`config.mk`:
```
export PLATFORM = sky130hd
export DESIGN_NAME = pipe_exe_stage
export DESIGN_NICKNAME = d
export VERILOG_FILES = /design/src/rtl/pipe_exe_stage.sv
export SDC_FILE = /design/constraint.sdc
export NUM_CORES = 1
export LEC_CHECK = 0
export BUFFER_PORTS_ARGS = -buffer_cell sky130_fd_sc_hd__clkbuf_2
export CORE_MARGIN = 2
export CORE_UTILIZATION = 30
export DETAILED_ROUTE_END_ITERATION = 8
export GPL_ROUTABILITY_DRIVEN = 0
export HOLD_SLACK_MARGIN = 0.1
export REMOVE_ABC_BUFFERS = 1
export SLEW_MARGIN = 5
export SYNTH_ARGS = -nofsm -noshare
export SYNTH_HDL_FRONTEND = slang
export SYNTH_SLANG_ARGS = --single-unit
```
`constraint.sdc`:
```
create_clock -name clock -period 14.4 [get_ports clock]
set_input_delay 2.88 -clock clock [delete_from_list [all_inputs] [get_ports clock]]
set_output_delay 2.88 -clock clock [all_outputs]
set_load 0.005 [all_outputs]
```
`src/rtl/pipe_exe_stage.sv`:
```
// EXE stage: single-cycle ALU plus an iterative radix-2 multiply/divide unit that stalls upstream.
// Optional signed ADD/SUB overflow detection and write suppression: define PIPE_EXE_OVF_EN.
module pipe_exe_stage #(
  parameter logic [4:0]  LINK_REG    = 5'd31,
  parameter logic [31:0] LINK_OFFSET = 32'd4
) (
  input  logic        clock,
  input  logic        resetn,
  input  logic        ebubble,
  input  logic        ewreg,
  input  logic        em2reg,
  input  logic        ewmem,
  input  logic        ealuimm,
  input  logic        eshift,
  input  logic        ejal,
  input  logic [3:0]  ealuc,
  input  logic [31:0] ea,
  input  logic [31:0] eb,
  input  logic [31:0] eimm,
  input  logic [31:0] esa,
  input  logic [31:0] epc4,
  input  logic [4:0]  ern0,
  output logic [31:0] ealu,
  output logic [31:0] ebdata,
  output logic [4:0]  ern,
  output logic        xwreg,
  output logic        xm2reg,
  output logic        xwmem,
  output logic        estall,
  output logic        eoverflow
);

  typedef enum logic [1:0] {IDLE, BUSY, DONE} mdu_st_e;

  mdu_st_e     state_q;
  logic [4:0]  cnt_q;
  logic [31:0] a_q;     // multiplicand or divisor
  logic [63:0] acc_q;   // {hi,lo} product or {remainder,quotient}
  logic        div_q;

  logic [31:0] opa, opb, add_r, sub_r, alu_r;
  logic        mdu_go, ovf_kill;

  assign opa    = eshift  ? esa  : ea;
  assign opb    = ealuimm ? eimm : eb;
  assign add_r  = opa + opb;
  assign sub_r  = opa - opb;
  assign mdu_go = (ealuc[3:2] == 2'b10) & ~ebubble & ~ejal;

  // One radix-2 step: shift-add multiply or restoring divide
  logic [32:0] mul_sum;
  logic [32:0] div_rem_sh;
  logic [31:0] div_sub;
  logic        div_ok;
  logic [63:0] acc_d;

  assign mul_sum    = {1'b0, acc_q[63:32]} + (acc_q[0] ? {1'b0, a_q} : 33'd0);
  assign div_rem_sh = acc_q[63:31];
  assign div_ok     = (div_rem_sh >= {1'b0, a_q});
  assign div_sub    = div_rem_sh[31:0] - a_q;

  always_comb begin
    acc_d = {mul_sum, acc_q[31:1]};
    if (div_q) begin
      if (div_ok) acc_d = {div_sub, acc_q[30:0], 1'b1};
      else        acc_d = {div_rem_sh[31:0], acc_q[30:0], 1'b0};
    end
  end

  always_ff @(posedge clock or negedge resetn) begin
    if (!resetn) begin
      state_q <= IDLE;
      cnt_q   <= '0;
      a_q     <= '0;
      acc_q   <= '0;
      div_q   <= 1'b0;
    end else begin
      case (state_q)
        IDLE: if (mdu_go) begin
          state_q <= BUSY;
          cnt_q   <= '0;
          div_q   <= ealuc[1];
          a_q     <= ealuc[1] ? opb : opa;
          acc_q   <= {32'd0, (ealuc[1] ? opa : opb)};
        end
        BUSY: begin
          acc_q <= acc_d;
          cnt_q <= cnt_q + 5'd1;
          if (cnt_q == 5'd31) state_q <= DONE;
        end
        DONE:    state_q <= IDLE;
        default: state_q <= IDLE;
      endcase
    end
  end

  // Reset must drop the stall even while a start-able MDU op sits on the inputs
  assign estall = resetn & ((state_q == BUSY) | ((state_q == IDLE) & mdu_go));

  always_comb begin
    alu_r = '0;
    case (ealuc)
      4'b0000: alu_r = add_r;
      4'b0100: alu_r = sub_r;
      4'b0001: alu_r = opa & opb;
      4'b0101: alu_r = opa | opb;
      4'b0010: alu_r = opa ^ opb;
      4'b0110: alu_r = {opb[15:0], 16'd0};
      4'b0011: alu_r = opb << opa[4:0];
      4'b0111: alu_r = opb >> opa[4:0];
      4'b1111: alu_r = $signed(opb) >>> opa[4:0];
      4'b1000, 4'b1010: alu_r = acc_q[31:0];
      4'b1001, 4'b1011: alu_r = acc_q[63:32];
      default: alu_r = '0;
    endcase
  end

  assign ealu   = ejal ? (epc4 + LINK_OFFSET) : alu_r;
  assign ern    = ejal ? LINK_REG : ern0;
  assign ebdata = eb;

`ifdef PIPE_EXE_OVF_EN
  logic add_ovf, sub_ovf;
  assign add_ovf  = (opa[31] == opb[31]) & (add_r[31] != opa[31]);
  assign sub_ovf  = (opa[31] != opb[31]) & (sub_r[31] != opa[31]);
  assign ovf_kill = resetn & ~ebubble &
                    (((ealuc == 4'b0000) & add_ovf) | ((ealuc == 4'b0100) & sub_ovf));
  assign eoverflow = ovf_kill;
`else
  assign ovf_kill  = 1'b0;
  assign eoverflow = 1'b0;
`endif

  assign xwreg  = ewreg  & ~ebubble & ~estall & ~ovf_kill;
  assign xwmem  = ewmem  & ~ebubble & ~estall & ~ovf_kill;
  assign xm2reg = em2reg & ~ebubble & ~estall;

endmodule
```
==> results of run 1 <==
-- cells in the mapped netlist, types with 7 or more instances --
cell	count	area, um^2
sky130_fd_sc_hd__a22oi_1	44	330
sky130_fd_sc_hd__mux2_2	11	124
sky130_fd_sc_hd__o22ai_1	30	188
sky130_fd_sc_hd__nor3_1	38	190
sky130_fd_sc_hd__nand2b_1	27	169
sky130_fd_sc_hd__a22o_1	12	105
sky130_fd_sc_hd__buf_4	37	278
sky130_fd_sc_hd__nand3_1	56	280
sky130_fd_sc_hd__o21bai_1	16	120
sky130_fd_sc_hd__a21o_1	46	345
sky130_fd_sc_hd__mux2i_4	8	180
sky130_fd_sc_hd__a211oi_1	88	661
sky130_fd_sc_hd__buf_1	21	78.8
sky130_fd_sc_hd__clkbuf_1	123	462
sky130_fd_sc_hd__nand2_1	246	923
sky130_fd_sc_hd__buf_2	13	65.1
sky130_fd_sc_hd__a222oi_1	13	130
sky130_fd_sc_hd__dfrtp_1	104	2600
sky130_fd_sc_hd__nor2_1	224	841
sky130_fd_sc_hd__mux2i_2	17	234
sky130_fd_sc_hd__or3_1	10	62.6
sky130_fd_sc_hd__or2_2	7	43.8
sky130_fd_sc_hd__inv_1	96	360
sky130_fd_sc_hd__a221o_1	10	100
sky130_fd_sc_hd__xor2_1	46	403
sky130_fd_sc_hd__ha_1	163	2040
sky130_fd_sc_hd__and2_1	43	269
sky130_fd_sc_hd__o21ai_0	144	721
sky130_fd_sc_hd__mux2i_1	177	1770
sky130_fd_sc_hd__nand4_1	24	150
sky130_fd_sc_hd__nor2b_1	15	93.8
sky130_fd_sc_hd__o31ai_1	13	97.6
sky130_fd_sc_hd__a31oi_1	25	156
sky130_fd_sc_hd__xnor2_1	94	823
sky130_fd_sc_hd__inv_2	13	48.8
sky130_fd_sc_hd__and3_1	13	81.3
sky130_fd_sc_hd__o221ai_1	8	70.1
sky130_fd_sc_hd__o2111ai_1	15	131
sky130_fd_sc_hd__o21ai_1	51	255
sky130_fd_sc_hd__a221oi_1	20	175
sky130_fd_sc_hd__o21a_1	9	67.6
sky130_fd_sc_hd__o211ai_1	32	240
sky130_fd_sc_hd__a21oi_1	250	1250
-- stage by stage --
stage	util, %	std cells	hold WS [ps]
after floorplan	-	2352	463
after detailed placement	33.2	3479	495
after global placement	33.2	3479	484
after CTS	33.7	3495	513
final	33.7	3495	513
after global routing	33.7	3495	543
-- power breakdown --
part | total [uW] | switching, uW | internal (uW)
sequential | 613 | 189 | 424
clock | 256 | 135 | 121
combinational | 2540 | 1490 | 1050
-- worst paths after layout --
path                             end  startpoint
max                         ealu[31]     ealuimm
min                          a_q[20]     a_q[20]
max reg2reg                acc_q[63]    acc_q[0]
min reg2reg                  a_q[20]     a_q[20]
max in group asynchronous      div_q      resetn
min in group asynchronous  acc_q[38]      resetn
-- logic make-up (layout without fill, tap and decap cells) --
| group | Yosys count | after routing |
|---|---|---|
| fa+ha+maj | 166 | 166 |
| flops | 104 | 104 |
| simple gates | 724 | 724 |
| mux | 217 | 217 |
| compound gates | 885 | 885 |
| other cells | 1 | 1 |
| buf+inv | 314 | 420 |
| xor+xnor | 141 | 141 |
-- flip-flops by register name (all words and copies together) (netlist names) --
name / count
a_q: 32
acc_q: 64
cnt_q: 5
div_q: 1
state_q: 2
-- metal layers --
metal	global-route usage [%]	vias up	share of wire, %
li1	-	9564	-
met1	33.0	9569	44
met2	35.3	1130	42
met3	4.31	171	9.7
met4	7.17	0	3.7
met5	0	-	0
-- worst max-delay path, delay by kind of cell --
family	cells	cell delay (ps)
xor+xnor	2	250
fa+ha+maj	2	660
compound gates	8	1410
buf+inv	2	810
simple gates	7	2080
mux	1	490
-- final cells by class --
| cell class | count | area [um^2] | area share, % |
|---|---|---|---|
| clock buffers | 9 | 225 | 1.09 |
| clock inverters | 7 | 63.8 | 0.308 |
| inverters | 114 | 433 | 2.09 |
| multi-input cells | 2134 | 14800 | 71.4 |
| flip-flops and latches | 104 | 2600 | 12.6 |
| well taps | 837 | 1050 | 5.05 |
| repair buffers | 290 | 1560 | 7.52 |
==> impl_summary.log, run 1 <==
[metrics] outcome: finished, final reports clean
[metrics] data required time of the worst path: 11520 ps
[metrics] final critical-path share of the clock period: 79.8%
[metrics] slew of the pin with the lowest slew margin: 1090 ps
[metrics] final setup violating endpoints: 0
[metrics] total congestion overflow after global routing: 0
[metrics] cell-by-cell trace of the critical path: buf_4 > mux2i_2 > ha_1 > nand2_1 > nor3_1 > nand2_1 > nor4_1 > and3_1 > a21oi_1 > xnor2_1 > ha_1 > a21o_1 > a21o_1 > a21oi_1 > nor2_1 > or4_1 > a31oi_1 > o41ai_1 > a31oi_1 > xnor2_1 > o221ai_2 > clkbuf_2
[metrics] n_diodes: 0
[metrics] WL/cell: 22.2 um
[metrics] Max-slew headroom: 25.3%
[metrics] post-cts repair resize count: 0
[metrics] average via count per standard cell: 5.85
[metrics] final clock skew: 12.4 ps
[metrics] TritonCTS buffer count: 9
[metrics] total wirelength of the detailed-routed design: 77400 um
[metrics] DP Area: 20400 um^2
[metrics] proportion of synthesized chip area in sequential cells: 13.9%
[metrics] count of antenna-violating nets left after detailed routing: 0
[metrics] maximum resistive drop on vdd: 0.102 mV
[metrics] total track usage: 23.2%
[metrics] via count: 20434
[metrics] Die X-Extent: 254 um
[metrics] number of global-route vias before repair: 18324
[metrics] upper clock frequency limit: 87.0 MHz
[metrics] core region area: 61600 um^2
[metrics] placement-stage worst setup slack: 3140 ps
[metrics] Area Overhead vs Synth: 11.0%
[metrics] kind of critical path: primary input to output pin
[metrics] static leakage: 0.00909 uW
[metrics] number of rows created at floorplan: 91
[metrics] Gate Count Post-Synth: 2552
[metrics] post-route minimum period: 11490 ps
[metrics] largest driver fanout on the critical path: 36
[metrics] number of synthesized flops with an enable pin: 0
[metrics] DRC: 0
[metrics] ratio of cells with drive above 1 in the final layout: 14.9%
[metrics] H-tree levels: 3
[metrics] root buf cell: sky130_fd_sc_hd__clkbuf_16
[metrics] # IOs: 252
[metrics] Cells on Worst Hold Path: 2
[metrics] Final Slew Violations: 0
[metrics] top_reg_cell synth: sky130_fd_sc_hd__dfrtp_1
[metrics] max capacitance violation total: 0
[metrics] share of synthesized registers carrying an async set or reset: 100%
[metrics] Yosys cell types: 92
[metrics] Post-Synth Simple-Gate Area: 17.6%
[metrics] number of synthesized register bits: 104
[metrics] adder-cell share of the synthesized area: 11.2%
[metrics] Worst Setup End Kind: output pin
[metrics] Power Density: 164 nW/um^2
[metrics] most common cell after layout, fill and taps aside: sky130_fd_sc_hd__a21oi_1
[metrics] share of cell area taken by muxes after synthesis: 12.6%
[metrics] final design area excluding fillers: 20700 um^2
[metrics] die extent in y: 254 um
[metrics] post-CTS setup buffer count: 0
[metrics] total of hold buffers inserted after clock tree synthesis: 0
[metrics] global-route wire length before repair: 115000 um
[metrics] total number of nets in the final design: 2997
[metrics] CTS tree: yes
[metrics] data arrival time of the worst path: 8610 ps
[metrics] Detail Placement HPWL: 61500 um
[metrics] post-synthesis average cell area: 7.32 um^2
[metrics] clock latency on the worst-skew pair: 380 ps
[metrics] total of buffers placed on input and output ports: 250
[metrics] pin count of the biggest net entering global routing: 110
[metrics] total iterations of the first detailed-routing run: 8
[metrics] Syn Std Cell Area: 18700 um^2
[metrics] logic depth of the worst register-to-register path: 14
[metrics] Sum Neg Setup Slack: 0 ps
[metrics] antenna violations before repair: 1
[metrics] Die Footprint: 64300 um^2
[metrics] clock slew at reported path FFs: 80 ps
[metrics] Fillers: 6690
[metrics] clk buf depth: 2
[metrics] first-iteration detailed-routing DRC count: 2587
[metrics] slack of the worst reg-to-reg path: 9750 ps
[metrics] leading cell types in the layout, fill and taps excluded: sky130_fd_sc_hd__a21oi_1 (249), sky130_fd_sc_hd__clkbuf_2 (247), sky130_fd_sc_hd__nand2_1 (245)
[metrics] Power Total: 3410 uW
[metrics] largest family of logic cells by synthesized area: compound AO/OA/AOI/OAI gates
[metrics] total of warnings raised by yosys: 0
[metrics] number of hold violations in the final report: 0
[metrics] worst min-delay path category: flop to flop
[metrics] xor/xnor cell area share of the yosys netlist: 6.65%
[metrics] post-layout worst setup margin: 2910 ps
[metrics] clock net sink count: 104
[metrics] unrepaired setup endpoints after global routing: false
[metrics] largest stage delay on the critical path: 690 ps
[metrics] Synth Area in Compound Gates: 30.6%
[metrics] effective utilization at floorplan: 30.3%
[metrics] critical-path cell with the highest stage delay: sky130_fd_sc_hd__nor4_1
[metrics] crit start category: primary input
No activity file was read; power rests on OpenSTA's default activity.
==> inputs of run 2 (changes only) <==
--- a/config.mk
+++ b/config.mk
@@ -5,6 +5,7 @@
 export SDC_FILE = /design/constraint.sdc
 export NUM_CORES = 1
 export LEC_CHECK = 0
+export ABC_AREA = 1
 export BUFFER_PORTS_ARGS = -buffer_cell sky130_fd_sc_hd__clkbuf_2
 export CORE_MARGIN = 2
 export CORE_UTILIZATION = 30
==> constraint.sdc (replaced) <==
create_clock -name clock -period 9.69 [get_ports clock]
set_input_delay 1.938 -clock clock [delete_from_list [all_inputs] [get_ports clock]]
set_output_delay 1.938 -clock clock [all_outputs]
set_load 0.005 [all_outputs]
==> impl_summary.log, run 2 <==
[metrics] leading cell type by number of instances after synthesis: sky130_fd_sc_hd__nand2_1
[metrics] data required time of the worst path: 7750 ps (-3770 ps)
[metrics] antenna violations before repair: 2 (+1)
[metrics] first-iteration detailed-routing DRC count: 3836 (+48%)
[metrics] TritonCTS buffer count: 9 (unchanged)
[metrics] Most flops, register: acc_q
[metrics] number of global-route vias before repair: 23459 (+28%)
[metrics] clock latency on the worst-skew pair: 370 ps (about the same)
[metrics] Gate Count Post-Synth: 3821 (+50%)
[metrics] static leakage: 0.0122 uW (+35%)
[metrics] Power Density: 231 nW/um^2 (+40%)
[metrics] number of hold violations in the final report: 0 (unchanged)
[metrics] slew of the pin with the lowest slew margin: 1130 ps (+39.1 ps)
[metrics] Die Footprint: 72100 um^2 (+12%)
[metrics] total of buffers placed on input and output ports: 250 (unchanged)
[metrics] worst min-delay path category: flop to flop
[metrics] number of synthesized flops with an enable pin: 0 (unchanged)
[metrics] data arrival time of the worst path: 5910 ps (-2700 ps)
[metrics] maximum resistive drop on vdd: 0.142 mV (+39%)
[metrics] Cells on Worst Hold Path: 1 (-1)
[metrics] Yosys cell types: 62 (-33%)
[metrics] Die X-Extent: 269 um (+5.9%)
[metrics] top_reg_cell synth: sky130_fd_sc_hd__dfrtp_1
[metrics] max capacitance violation total: 0 (unchanged)
[metrics] cell-by-cell trace of the critical path: buf_4 > nor2_1 > nand2_1 > nor2_1 > buf_4 > inv_1 > buf_4 > o21ai_0 > xor2_1 > ha_1 > nand2_1 > nor2_1 > nand4_1 > o21ai_0 > nand3_1 > nand2_1 > nor2_1 > o21ai_1 > nand2_1 > nand2_1 > clkbuf_2
[metrics] total congestion overflow after global routing: 0 (unchanged)
[metrics] count of antenna-violating nets left after detailed routing: 0 (unchanged)
[metrics] total of warnings raised by yosys: 0 (unchanged)
[metrics] # IOs: 252 (unchanged)
[metrics] Detail Placement HPWL: 76900 um (+25%)
[metrics] cell taking the most area after synthesis: sky130_fd_sc_hd__nand2_1
[metrics] outcome: finished, final reports clean
[metrics] share of synthesized registers carrying an async set or reset: 100% (unchanged)
[metrics] crit start category: primary input
[metrics] global-route wire length before repair: 142000 um (+24%)
[metrics] total of hold buffers inserted after clock tree synthesis: 0 (unchanged)
[metrics] Fillers: 7966 (+19%)
[metrics] buffering stage count on the worst path with inverters included: 5 (+3)
[metrics] Worst Setup End Kind: output pin
[metrics] Sum Neg Setup Slack: 0 ps (unchanged)
[metrics] final clock skew: 8.60 ps (-3.79 ps)
[metrics] share of the synthesized area in the top cell type: 21.4% (+7.4 points)
[metrics] clock slew at reported path FFs: 80 ps (about the same)
[metrics] final setup violating endpoints: 0 (unchanged)
[metrics] core region area: 69700 um^2 (+13%)
[metrics] ratio of cells with drive above 1 in the final layout: 10.6% (-4.3 points)
[metrics] DRC: 0 (unchanged)
[metrics] total track usage: 25.7% (+2.4 points)
[metrics] Final Slew Violations: 0 (unchanged)
[metrics] proportion of synthesized chip area in sequential cells: 12.4% (-1.5 points)
[metrics] Syn Std Cell Area: 21000 um^2 (+12%)
[metrics] root buf cell: sky130_fd_sc_hd__clkbuf_16
[metrics] clock net sink count: 104 (unchanged)
[metrics] main area contributors after synthesis: sky130_fd_sc_hd__nand2_1 (21%), sky130_fd_sc_hd__dfrtp_1 (12%), sky130_fd_sc_hd__nand3_1 (10%)
[metrics] die extent in y: 269 um (+5.9%)
[metrics] Critical Path Stages: 21 (-4.5%)
[metrics] post-CTS setup buffer count: 0 (unchanged)
[metrics] unrepaired setup endpoints after global routing: false
[metrics] post-cts repair resize count: 0 (unchanged)
[metrics] total iterations of the first detailed-routing run: 9 (+1)
[metrics] via count: 26844 (+31%)
[metrics] WL/cell: 19.7 um (-11%)
[metrics] leading cell types by count after synthesis: sky130_fd_sc_hd__nand2_1 (1195), sky130_fd_sc_hd__nand3_1 (420), sky130_fd_sc_hd__inv_1 (417)
[metrics] area of all sequential standard cells: 2600 um^2 (unchanged)
[metrics] H-tree levels: 3 (unchanged)
[metrics] n_diodes: 0 (unchanged)
[metrics] pin count of the biggest net entering global routing: 73 (-34%)
[metrics] largest registers: acc_q: 64 flops, a_q: 32 flops, cnt_q: 5 flops
[metrics] cell class contributing the biggest share of worst-path delay: simple AND/OR/NAND/NOR gates
[metrics] most common cell type on the critical path: sky130_fd_sc_hd__nand2_1
[metrics] total number of nets in the final design: 4272 (+43%)
[metrics] Final Core Density: 33.0% (-0.63 points)
[metrics] average via count per standard cell: 5.51 (-5.8%)
[metrics] largest driver fanout on the critical path: 34 (-5.6%)
[metrics] post-synthesis average cell area: 5.50 um^2 (-25%)
[metrics] worst hold slack across all endpoints: 521 ps (+8.38 ps)
[metrics] most common cell after layout, fill and taps aside: sky130_fd_sc_hd__nand2_1
[metrics] upper clock frequency limit: 127 MHz
[metrics] max FFs per register: 64 (unchanged)
[metrics] CTS tree: yes
[metrics] final critical-path share of the clock period: 80.9%
[metrics] number of synthesized register bits: 104 (unchanged)
[metrics] leading cell types in the layout, fill and taps excluded: sky130_fd_sc_hd__nand2_1 (1195), sky130_fd_sc_hd__nand3_1 (420), sky130_fd_sc_hd__inv_1 (415)
[metrics] clk buf depth: 2 (unchanged)
[metrics] post-route minimum period: 7840 ps
[metrics] total wirelength of the detailed-routed design: 96100 um (+24%)
[metrics] number of rows created at floorplan: 97 (+6.6%)
[metrics] critical-path cell with the highest stage delay: sky130_fd_sc_hd__o21ai_0
[metrics] logic depth of the worst register-to-register path: 17 (+3)
[metrics] effective utilization at floorplan: 30.2% (-0.18 points)
[metrics] Power Total: 5310 uW (+56%)
[metrics] kind of critical path: primary input to output pin
[metrics] area occupied by multi-input gates: 15800 um^2 (+6.7%)
[metrics] Area Overhead vs Synth: 9.55%
[metrics] largest stage delay on the critical path: 490 ps (-200 ps)
[metrics] Max-slew headroom: 24.6% (-0.71 points)
-- run 2: logic make-up after synthesis --
group	synth area share, %
buf+inv	12.5
compound gates	19.3
flops	12.4
xor+xnor	2.38
fa+ha+maj	10.0
simple gates	43.4
other cells	0.0179
-- run 2: power by group --
part | internal [uW] | leakage, uW | switching, uW
logic | 1310 | 0.0109 | 2760
registers | 637 | 0.00123 | 239
clock network | 176 | 0.000127 | 185
total | 2130 | 0.0122 | 3180
-- run 2: metal layers --
layer | part of all wire, % | global-route usage [%]
met5 | 0.026 | 0
met3 | 11 | 4.68
met1 | 42 | 36.4
met2 | 41 | 37.1
met4 | 5.7 | 12.5
-- run 2: metrics by stage --
| step | std cells | area [um^2] | worst slack, ps |
|---|---|---|---|
| 3_3_place_gp | 4857 | 22700 | 2080 |
| 5_1_grt | 4873 | 23000 | 1470 |
| 3_5_place_dp | 4857 | 22700 | 2020 |
| 6_report | 4873 | 23000 | 1850 |
| 2_1_floorplan | 3631 | 20000 | 1840 |
| 4_1_cts | 4873 | 23000 | 1980 |
-- run 2: final timing paths --
kind	start	endpoint	slack (ps)
setup / recovery	ealuc[1]	ealu[21]	1850
hold / removal	cnt_q[4]	cnt_q[4]	520
setup reg to reg	acc_q[0]	acc_q[53]	6120
hold reg to reg	cnt_q[4]	cnt_q[4]	520
max in group asynchronous	resetn	div_q	6780
min in group asynchronous	resetn	a_q[31]	1700
-- run 2: layout make-up --
cell class,count,area share (%)
clock buffer,12,1.03
clock inverter,4,0.130
inverter,438,7.17
multi-input combinational,3089,68.6
sequential,104,11.3
tap,940,5.11
timing repair buffer,286,6.63
-- run 2: worst reg2reg max path, cell delays in order (launching register included) --
cell                      delay (ps)
sky130_fd_sc_hd__dfrtp_1         320
sky130_fd_sc_hd__buf_4           400
sky130_fd_sc_hd__nand2_1         110
sky130_fd_sc_hd__inv_1            70
sky130_fd_sc_hd__ha_1            320
sky130_fd_sc_hd__fa_1            400
sky130_fd_sc_hd__nand2_1          90
sky130_fd_sc_hd__nand2_1          70
sky130_fd_sc_hd__o21ai_0         160
sky130_fd_sc_hd__o21ai_0         610
sky130_fd_sc_hd__nand4_1         310
sky130_fd_sc_hd__nand3_1         170
sky130_fd_sc_hd__nand2_1          60
sky130_fd_sc_hd__nand3_1          60
sky130_fd_sc_hd__nand2_1          70
sky130_fd_sc_hd__inv_1           140
sky130_fd_sc_hd__nand3_1          90
sky130_fd_sc_hd__nand2_1          70
